**src/rtl/seg_display_ctrl.sv**
```systemverilog
// Binary-to-7-segment display controller: accepts a 14-bit sample at a rate-limited handshake,
// converts it to five BCD digits by shift-add-3 over 14 cycles, then updates the segment outputs.
module seg_display_ctrl #(
  parameter int UPDATE_DIV = 50000000,
  parameter bit BLANK_LZ   = 1'b1
) (
  input  logic        clk,
  input  logic        rst,
  input  logic        in_valid,
  input  logic [13:0] in_data,
  output logic        in_ready,
  output logic        busy,
  output logic        done,
  output logic [6:0]  d0,
  output logic [6:0]  d1,
  output logic [6:0]  d2,
  output logic [6:0]  d3,
  output logic [6:0]  d4
);

  typedef enum logic [1:0] {IDLE, CONVERT, UPDATE} state_t;

  // A full conversion occupies 16 edges, so shorter periods are stretched to that.
  localparam int         PERIOD     = (UPDATE_DIV < 16) ? 16 : UPDATE_DIV;
  localparam logic [25:0] HOLD_LOAD = 26'(PERIOD - 1);
  localparam logic [6:0] SEG_ZERO   = 7'h40;
  localparam logic [6:0] SEG_BLANK  = 7'h7F;
  localparam logic [6:0] SEG_RST_HI = BLANK_LZ ? SEG_BLANK : SEG_ZERO;

  function automatic logic [6:0] seg_code(input logic [3:0] n);
    logic [6:0] s;
    case (n)
      4'd0:    s = 7'h3F;
      4'd1:    s = 7'h06;
      4'd2:    s = 7'h5B;
      4'd3:    s = 7'h4F;
      4'd4:    s = 7'h66;
      4'd5:    s = 7'h6D;
      4'd6:    s = 7'h7D;
      4'd7:    s = 7'h07;
      4'd8:    s = 7'h7F;
      4'd9:    s = 7'h6F;
      default: s = 7'h00;
    endcase
    return ~s;
  endfunction

  state_t           state_q, state_d;
  logic [13:0]      shift_q, shift_d;
  logic [19:0]      bcd_q, bcd_d;
  logic [3:0]       step_q, step_d;
  logic [25:0]      hold_q, hold_d;
  logic             done_q, done_d;
  logic [4:0][6:0]  seg_q, seg_d;

  logic [19:0]      bcd_adj;
  logic [33:0]      shifted;
  logic [4:0][6:0]  seg_upd;
  logic             lead_nz;

  always_comb begin
    bcd_adj = bcd_q;
    for (int k = 0; k < 5; k++) begin
      if (bcd_q[4*k +: 4] >= 4'd5) bcd_adj[4*k +: 4] = bcd_q[4*k +: 4] + 4'd3;
    end
  end

  assign shifted = {bcd_adj, shift_q} << 1;

  // Scan from the most significant digit so blanking stops at the first nonzero digit.
  always_comb begin
    seg_upd = '0;
    lead_nz = 1'b0;
    for (int k = 4; k >= 1; k--) begin
      lead_nz    = lead_nz | (bcd_q[4*k +: 4] != 4'd0);
      seg_upd[k] = (BLANK_LZ && !lead_nz) ? SEG_BLANK : seg_code(bcd_q[4*k +: 4]);
    end
    seg_upd[0] = seg_code(bcd_q[3:0]);
  end

  always_comb begin
    state_d = state_q;
    shift_d = shift_q;
    bcd_d   = bcd_q;
    step_d  = step_q;
    seg_d   = seg_q;
    done_d  = 1'b0;
    hold_d  = (hold_q != 26'd0) ? hold_q - 26'd1 : 26'd0;
    case (state_q)
      IDLE: begin
        if (in_valid && in_ready) begin
          shift_d = in_data;
          bcd_d   = '0;
          step_d  = '0;
          hold_d  = HOLD_LOAD;
          state_d = CONVERT;
        end
      end
      CONVERT: begin
        bcd_d   = shifted[33:14];
        shift_d = shifted[13:0];
        step_d  = step_q + 4'd1;
        if (step_q == 4'd13) state_d = UPDATE;
      end
      UPDATE: begin
        seg_d   = seg_upd;
        done_d  = 1'b1;
        state_d = IDLE;
      end
      default: state_d = IDLE;
    endcase
  end

  always_ff @(posedge clk or posedge rst) begin
    if (rst) begin
      state_q <= IDLE;
      shift_q <= '0;
      bcd_q   <= '0;
      step_q  <= '0;
      hold_q  <= '0;
      done_q  <= 1'b0;
      seg_q   <= {SEG_RST_HI, SEG_RST_HI, SEG_RST_HI, SEG_RST_HI, SEG_ZERO};
    end else begin
      state_q <= state_d;
      shift_q <= shift_d;
      bcd_q   <= bcd_d;
      step_q  <= step_d;
      hold_q  <= hold_d;
      done_q  <= done_d;
      seg_q   <= seg_d;
    end
  end

  assign in_ready = (state_q == IDLE) && (hold_q == 26'd0);
  assign busy     = (state_q != IDLE);
  assign done     = done_q;
  assign d0       = seg_q[0];
  assign d1       = seg_q[1];
  assign d2       = seg_q[2];
  assign d3       = seg_q[3];
  assign d4       = seg_q[4];

endmodule

```
**config.mk**
```make
export PLATFORM = sky130hd
export DESIGN_NAME = seg_display_ctrl
export DESIGN_NICKNAME = d
export VERILOG_FILES = /design/src/rtl/seg_display_ctrl.sv
export SDC_FILE = /design/constraint.sdc
export NUM_CORES = 1
export LEC_CHECK = 0
export BUFFER_PORTS_ARGS = -buffer_cell sky130_fd_sc_hd__buf_2
export CAP_MARGIN = 10
export CORE_MARGIN = 5
export CORE_UTILIZATION = 30
export CTS_CLUSTER_DIAMETER = 80
export CTS_CLUSTER_SIZE = 25
export DETAILED_ROUTE_END_ITERATION = 12
export GPL_TIMING_DRIVEN = 1
export PLACE_DENSITY_LB_ADDON = 0.15
export SYNTH_ARGS = -nofsm -noshare
export SYNTH_HDL_FRONTEND = slang
export SYNTH_SLANG_ARGS = --single-unit
```
**constraint.sdc**
```tcl
create_clock -name clk -period 5.2 [get_ports clk]
set_input_delay 1.56 -clock clk [delete_from_list [all_inputs] [get_ports clk]]
set_output_delay 1.56 -clock clk [all_outputs]
set_load 0.01 [all_outputs]
```
# After elaboration in Yosys (flattened, before gate mapping)
# Memory sizes are Yosys's and may differ from the RTL's.
# Index checks and enable logic that the tools add are counted.
dict set report op_classes {
  bitwise 8
  n_mux 22
  shifts 0
  eq_ne 5
  addsub 7
  div 0
  n_mul 0
  n_reduce_logical 13
  order_cmp 5
}
# cell n
set ops {}
lappend ops {{$mux W26} 3}
lappend ops {{$pmux W20 S2} 1}
lappend ops {{$not A7 Y7} 5}
lappend ops {{$mux W7} 4}
lappend ops {{$pmux W14 S2} 1}
lappend ops {{$logic_not A26 Y1} 1}
lappend ops {{$reduce_bool A26 Y1} 1}
lappend ops {{$sub A26 B1 Y26 const B} 1}
lappend ops {{$ge A4 B3 Y1 const B} 5}
lappend ops {{$mux W20} 1}
lappend ops {{$mux W4} 5}
lappend ops {{$add A4 B2 Y4 const B} 4}
lappend ops {{$reduce_bool A4 Y1} 4}
lappend ops {{$mux W14} 1}
lappend ops {{$pmux W4 S2} 1}
lappend ops {{$add A4 B1 Y4 const B} 1}
lappend ops {{$eq A4 B4 Y1 const B} 1}
lappend ops {{$mux W2} 2}
lappend ops {{$ne A2 B2 Y1 const B} 2}
lappend ops {{$pmux W2 S2} 1}
lappend ops {{$reduce_and A2 Y1} 2}
lappend ops {{$reduce_bool A2 Y1} 2}
lappend ops {{$add A3 B2 Y3 const B} 1}
lappend ops {{$mux W3} 1}
lappend ops {{6 further kinds} 9}
dict set report totals {
  rom_bits 560
  out_inout_bits 38
  reg_bits 102
  latchBits 0
  ram_bits 0
  mem_count 5
  wordCells 76
  in_bits 17
}
# memory words word_bits read_ports rd_clocked_by_memory_dff write_ports line
set memory_table {}
lappend memory_table {{(name not given)} 16 7 1 0 0 32} ;# case (n)
lappend memory_table {{(name not given)} 16 7 1 0 0 32}
lappend memory_table {{(name not given)} 16 7 1 0 0 32}
lappend memory_table {{(name not given)} 16 7 1 0 0 32}
lappend memory_table {{(name not given)} 16 7 1 0 0 32}

# Depth between registers and ports, before layout
# Gate-level depths: netlist (run 1).
dict set report logic_depth {
  word_depth 5
  mapped_depth 9
  depth_no_buf 7
}

# Worst setup path after synthesis (run 1)
# Ideal clock, no wire load.
dict set report synth_timing {
  path_kind {flip-flop to output port}
  start {register hold_q[7]}
  end {output port in_ready}
  t_arrival_ps 1743
  required_ps 3640
  path_stages_with_launch 6
  path_buffers 1
  path_slack_ps 1897
  path_cell_list {dfrtp_1 buf_2 nor4_2 nand3_1 or3b_1 nor3_1}
}
dict set report synth_between {
  elab_chain_len 2
}
# element line
set synth_rtl {}
lappend synth_rtl {{from (decl)} 52} ;# logic [25:0] hold_q, hold_d;
lappend synth_rtl {{from (signal assigned)} 128} ;# hold_q <= hold_d;
lappend synth_rtl {{$logic_not A26 Y1} 134} ;# assign in_ready = (state_q == IDLE) && (hold_q == 26'd0);
lappend synth_rtl {{$logic_and A1 B1 Y1} 134}
lappend synth_rtl {{to (decl)} 11} ;# output logic in_ready,
# No other way between the ends.

# Worst setup path after layout (run 1)
dict set report layout_timing {
  start {register hold_q[15]}
  end {output port in_ready}
}
# The elaborated chain is that of the path after synthesis.

==> out/metrics.cfg, run 1 <==
[run]
cap_violations = 0

[cells_and_area]
nNetsFinal = 693
fillers = 1915
multiInputGateArea_mm2 = 0.00275
drive_gt1_frac = 0.184
area_growth_pct = 13.6
regArea_mm2 = 0.00259
diodes = 0

[worst_setup_path]
cp.buffers_inverters = 1
worst_ep_arrival_time_ns = 2.43
cp-end-kind = primary output
worstPathRequired_ns = 3.64
crit_chain = nor4_1, nand2_1, or3b_1, nor3_1, buf_2
slowest_stage = or3b_1
worstPathMaxFanout = 11
r2r_start = hold_q[0]
startpoint_type = flop
crit_path_max_incr_delay_ns = 0.50
crit_type = reg -> out
crit_family = simple AND/OR/NAND/NOR gates
r2r_end = hold_q[23]
reg2reg_depth = 7
rrSetupSlack_ns = 2.34

[global_route]
grt_overflow = 0
grt_use_total = 0.123
first_global_vias = 4448
grt_max_degree = 79
grt_pass1_wl_mm = 22.1
antenna_found_initial = 0

[floorplan]
start_util = 0.302
die_height_um = 146
core_area_mm2 = 0.0185
ioPinCount = 55
die_area_mm2 = 0.0215
row_count = 50
die_w_um = 146

[power_and_ir_drop]
peakVddDrop_mv = 0.161
p_leak_nw = 2.81
powerDensity_mw_per_mm2 = 245

[route]
finalWirelength_mm = 12.6
via_count = 4335
via_per_inst = 4.93
drtIter0Drc = 220
route.detailed.wl_per_inst_um = 14.3
drc = 0
antenna_left = 0
firstDrtPassIters = 5

[placed_design]
place_congestion = 0.812
io_buffer_count = 54
hpwl_mm = 8.69

[worst_hold_path]
hold_depth = 2
holdCritStartpoint = d3[6]
holdPathEnd = d3[6]
hold_path_class = reg -> reg

[synth]
synth.avg_cell_area_um2 = 9.25
syn_inst = 604
yosysUniqueCellTypes = 54
yosysWarnings = 0
seq_area_frac_synth = 0.463
synth_nets = 656
syn-cell-area_mm2 = 0.00559
ys_seq_elements = 102

[sta]
max_slew_margin = 0.317
setup_tns_ns = 0
setup-violations-final = 0
fin_worst_skew_ns = 0.0135
max_freq_mhz = 251
final.period_utilization = 0.767
slew_viol_final = 0
fin_crit_ns = 3.99
hold_viol = 0
worst_slew_pin_slew_ns = 1.02
rsz0062_at_grt = false
fin_hold_ws_ns = 0.461

[run_status]
outcome = completed

[clock_tree]
path_clk_slew_ns = 0.07
postCtsResizedCells = 0
htreeDepth = 3
ctsRootBufferMaster = clkbuf_16
postCtsSetupBuffers = 0
postCtsHoldBufs = 0
cts_sinks = 102
cts_tree = yes
clock_path_buffers = 2
cts_inserted_buffers = 9
clock_latency_ns = 0.35

[flip-flops by register name (all words and copies together) (netlist names)]
name and cells:
hold_q 26, bcd_q 20, shift_q 14, d0 7
d1 7, d2 7, d3 7, d4 7
step_q 4, state_q 2, done 1
[metrics by stage]
step                 util  setup slack [ns]  power (mW)  area (µm²)  cells
detailed placement  0.326              1.61       0.845        6030    864
finish              0.343              1.21        1.56        6350    880
global placement    0.326              1.61       0.845        6030    864
CTS                 0.343              1.20        1.59        6350    880
global route        0.343              1.01        1.62        6350    880
floorplan               -              1.01       0.831        5590    604
[worst register-to-register path: stages (launching register included)]
cell,delay [ns]
dfrtp_1,0.44
inv_1,0.08
ha_1,0.26
nor3b_2,0.44
nand4_4,0.21
nor3_2,0.82
nand2_1,0.36
nand3_1,0.18
[power by group]
group          switching (mW)  internal, mW  total [mW]
combinational          0.0210       0.00831      0.0293
sequential            0.00279         0.797       0.800
clock                   0.306         0.421       0.728
[worst max path at each step]
stage,to,cells past startpoint,start
6_report,in_ready,5,hold_q[15]
5_1_grt,in_ready,5,hold_q[15]
4_1_cts,in_ready,5,hold_q[15]
3_5_place_dp,in_ready,5,hold_q[15]
3_3_place_gp,in_ready,5,hold_q[15]
2_1_floorplan,bcd_q[0],1,rst
[final cells by class]
class	count	share of cell area
sequential	102	0.408
tap	234	0.0461
inverter	27	0.0164
clock buffer	10	0.0361
timing repair buffer	58	0.0473
multi-input combinational	443	0.433
clock inverter	6	0.0136
[cells in the mapped netlist, drive strengths merged]
cell type / number / area, µm²
and2: 3 / 18.8
nor2b: 2 / 12.5
a22o: 1 / 8.76
o31ai: 7 / 52.6
a21bo: 1 / 10.0
nor3: 18 / 106
dfrtp: 73 / 1830
or2: 1 / 6.26
ha: 35 / 438
nand2b: 13 / 81.3
o22a: 15 / 131
mux2i: 2 / 20.0
a21o: 2 / 15.0
or3b: 1 / 8.76
nor2: 58 / 225
a31o: 1 / 8.76
nand3b: 1 / 7.51
nand4: 5 / 46.3
nor3b: 7 / 62.6
nand2: 69 / 259
clkbuf: 20 / 75.1
and3: 1 / 6.26
xnor2: 19 / 166
o22ai: 5 / 31.3
or3: 5 / 31.3
mux2: 3 / 33.8
clkinv: 1 / 3.75
a31oi: 15 / 93.8
o31a: 2 / 17.5
a21oi: 34 / 170
nor4: 10 / 90.1
nor4b: 2 / 17.5
dfstp: 29 / 762
or4: 1 / 7.51
o21bai: 2 / 15.0
o21a: 2 / 15.0
nand4b: 1 / 8.76
buf: 12 / 76.3
a211oi: 2 / 15.0
nand3: 30 / 150
o21ai: 61 / 305
inv: 26 / 97.6
xor2: 6 / 52.6
[per-layer routing]
metal,track usage,vias up,share of wire
li1,-,2164,-
met1,0.166,2079,0.50
met2,0.195,84,0.46
met3,0.0348,8,0.035
met4,0.0325,0,0.0069
met5,0,-,0
[logic make-up (layout without fill, tap and decap cells)]
kind of cell	after synthesis	count (layout)	synth area share
adders and majority gates	35	35	0.0784
xor gates and xnor gates	25	25	0.0392
muxes	5	5	0.00963
AOI/OAI and AO/OA	150	150	0.159
DFF	102	102	0.463
buffers and inverters	59	101	0.0452
and+or+nand+nor	228	228	0.205
[layout by cell type, fill, tap and decap left out, types with 3 or more instances in the layout]
cell,Yosys,routed
o22a_1,15,15
a31oi_1,15,15
xor2_1,6,6
or3_1,5,5
nand2b_1,13,12
nand3_1,30,30
nand2_1,69,69
xnor2_1,19,19
buf_4,1,4
mux2_2,3,3
o21ai_1,15,15
buf_2,4,54
and2_1,3,3
nand4_1,4,4
o22ai_1,5,5
o31ai_1,7,7
nor2_1,57,57
a21oi_1,34,34
dfrtp_1,73,73
ha_1,35,35
nor4_1,7,7
clkbuf_16,0,9
nor3b_1,5,5
nor3_1,16,16
dfstp_2,29,29
inv_1,26,25
o21ai_0,46,46
No activity file was read; power rests on OpenSTA's default activity.
==> run 2, diff against run 1 <==
==> constraint.sdc (replaced) <==
create_clock -name clk -period 3.96 [get_ports clk]
set_input_delay 1.188 -clock clk [delete_from_list [all_inputs] [get_ports clk]]
set_output_delay 1.188 -clock clk [all_outputs]
set_load 0.01 [all_outputs]
==> out/metrics.cfg, run 2 (same netlist as run 1, synthesis figures left out) <==
[global_route]
grt_use_total = 0.125
antenna_found_initial = 0
grt_overflow = 0
grt_max_degree = 75
first_global_vias = 4351
grt_pass1_wl_mm = 22.3

[clock_tree]
cts_inserted_buffers = 9
clock_path_buffers = 2
postCtsHoldBufs = 0
path_clk_slew_ns = 0.07
htreeDepth = 3
postCtsResizedCells = 0
cts_tree = yes
ctsRootBufferMaster = clkbuf_16
clock_latency_ns = 0.36
postCtsSetupBuffers = 0
cts_sinks = 102

[cells_and_area]
design_area_mm2 = 0.00638
largest_register_ffs = 26
diodes = 0
top_regs = hold_q x26, bcd_q x20, shift_q x14
largest-register = hold_q
drive_gt1_frac = 0.191
area_growth_pct = 14.2
mostFrequentLayoutCells = dfrtp_1, nand2_1, nor2_1
nNetsFinal = 698
layout.cells.most_common = dfrtp_1

[sta]
fin_worst_skew_ns = 0.0103
rsz0062_at_grt = false
fin_crit_ns = 3.51
slew_viol_final = 0
setup_tns_ns = 0
max_freq_mhz = 285
setup_ws_ns = 0.447
setup-violations-final = 0
hold_viol = 0
max_slew_margin = 0.249
worst_slew_pin_slew_ns = 1.13
final.period_utilization = 0.887

[worst_setup_path]
r2r_start = hold_q[0]
cp-end-kind = primary output
reg2reg_depth = 7
slowest_stage = dfrtp_1
worst_ep_arrival_time_ns = 2.33
worstPathMaxFanout = 7
crit_path_max_incr_delay_ns = 0.45
rrSetupSlack_ns = 1.21
r2r_end = hold_q[2]
crit_type = reg -> out
startpoint_type = flop
crit_chain = inv_1, ha_1, nor3b_2, or3b_1, nor3_1, buf_2
worstPathRequired_ns = 2.77

[floorplan]
core_area_mm2 = 0.0185
die_height_um = 146
die_area_mm2 = 0.0215
start_util = 0.302
ioPinCount = 55
row_count = 50
die_w_um = 146

[worst_hold_path]
holdCritStartpoint = d3[6]
hold_path_class = reg -> reg
holdPathEnd = d3[6]
hold_depth = 2

[route]
route.detailed.wl_per_inst_um = 14.4
antenna_left = 0
finalWirelength_mm = 12.7
drtIter0Drc = 238
firstDrtPassIters = 4
via_per_inst = 4.88
via_count = 4311
drc = 0

[run]
cap_violations = 0

[power_and_ir_drop]
p_leak_nw = 2.83
powerDensity_mw_per_mm2 = 316
peakVddDrop_mv = 0.206

[placed_design]
place_congestion = 0.792
hpwl_mm = 8.93
placed_cell_area_mm2 = 0.00607
post-place-ws_ns = 0.762
io_buffer_count = 54

[run_status]
outcome = completed

[run 2: worst max-delay path, delay by kind of cell (launching register included)]
kind / cells / cell delay [ns]
and+or+nand+nor: 3 / 1.02
DFF: 1 / 0.45
adders and majority gates: 1 / 0.26
buffers and inverters: 2 / 0.23
[run 2: worst max-delay path by stage]
stage / startpoint / endpoint / slack, ns / cells past startpoint
4_1_cts: hold_q[7] / in_ready / 0.43 / 5
3_5_place_dp: in_valid / hold_q[5] / 0.76 / 6
3_3_place_gp: in_valid / hold_q[6] / 0.82 / 6
6_report: hold_q[0] / in_ready / 0.45 / 6
2_1_floorplan: rst / bcd_q[0] / 0.14 / 1
5_1_grt: hold_q[7] / in_ready / 0.26 / 5
[run 2: stage by stage]
| step | power, mW | hold WS (ns) | utilization | std cells |
|---|---|---|---|---|
| floorplan | 1.09 | 0.448 | - | 604 |
| global placement | 1.11 | 0.450 | 0.328 | 869 |
| detailed placement | 1.11 | 0.458 | 0.328 | 869 |
| CTS | 2.06 | 0.469 | 0.345 | 884 |
| global route | 2.10 | 0.492 | 0.345 | 884 |
| finish | 2.02 | 0.463 | 0.345 | 884 |
[run 2: power breakdown]
group | leakage (nW) | switching (mW) | internal (mW) | total (mW)
Sequential | 1.22 | 0.00363 | 1.05 | 1.05
Combinational | 1.46 | 0.0273 | 0.0117 | 0.0391
Clock | 0.151 | 0.392 | 0.537 | 0.930
Total | 2.83 | 0.423 | 1.60 | 2.02
[run 2: final cells by class]
type,instances,area (µm²)
Multi-Input combinational cell,443,2750
Timing Repair Buffer,63,338
Sequential cell,102,2590
Clock buffer,12,267
Inverter,27,104
Clock inverter,3,42.5
Fill cell,1924,12100
Tap cell,234,293
[run 2: metal layers]
layer | vias up | GRT usage | routed length [µm]
li1 | 2187 | - | -
met1 | 2037 | 0.170 | 6380
met2 | 74 | 0.196 | 5720
met3 | 13 | 0.0307 | 448
met4 | 0 | 0.0395 | 197
met5 | - | 0 | 0
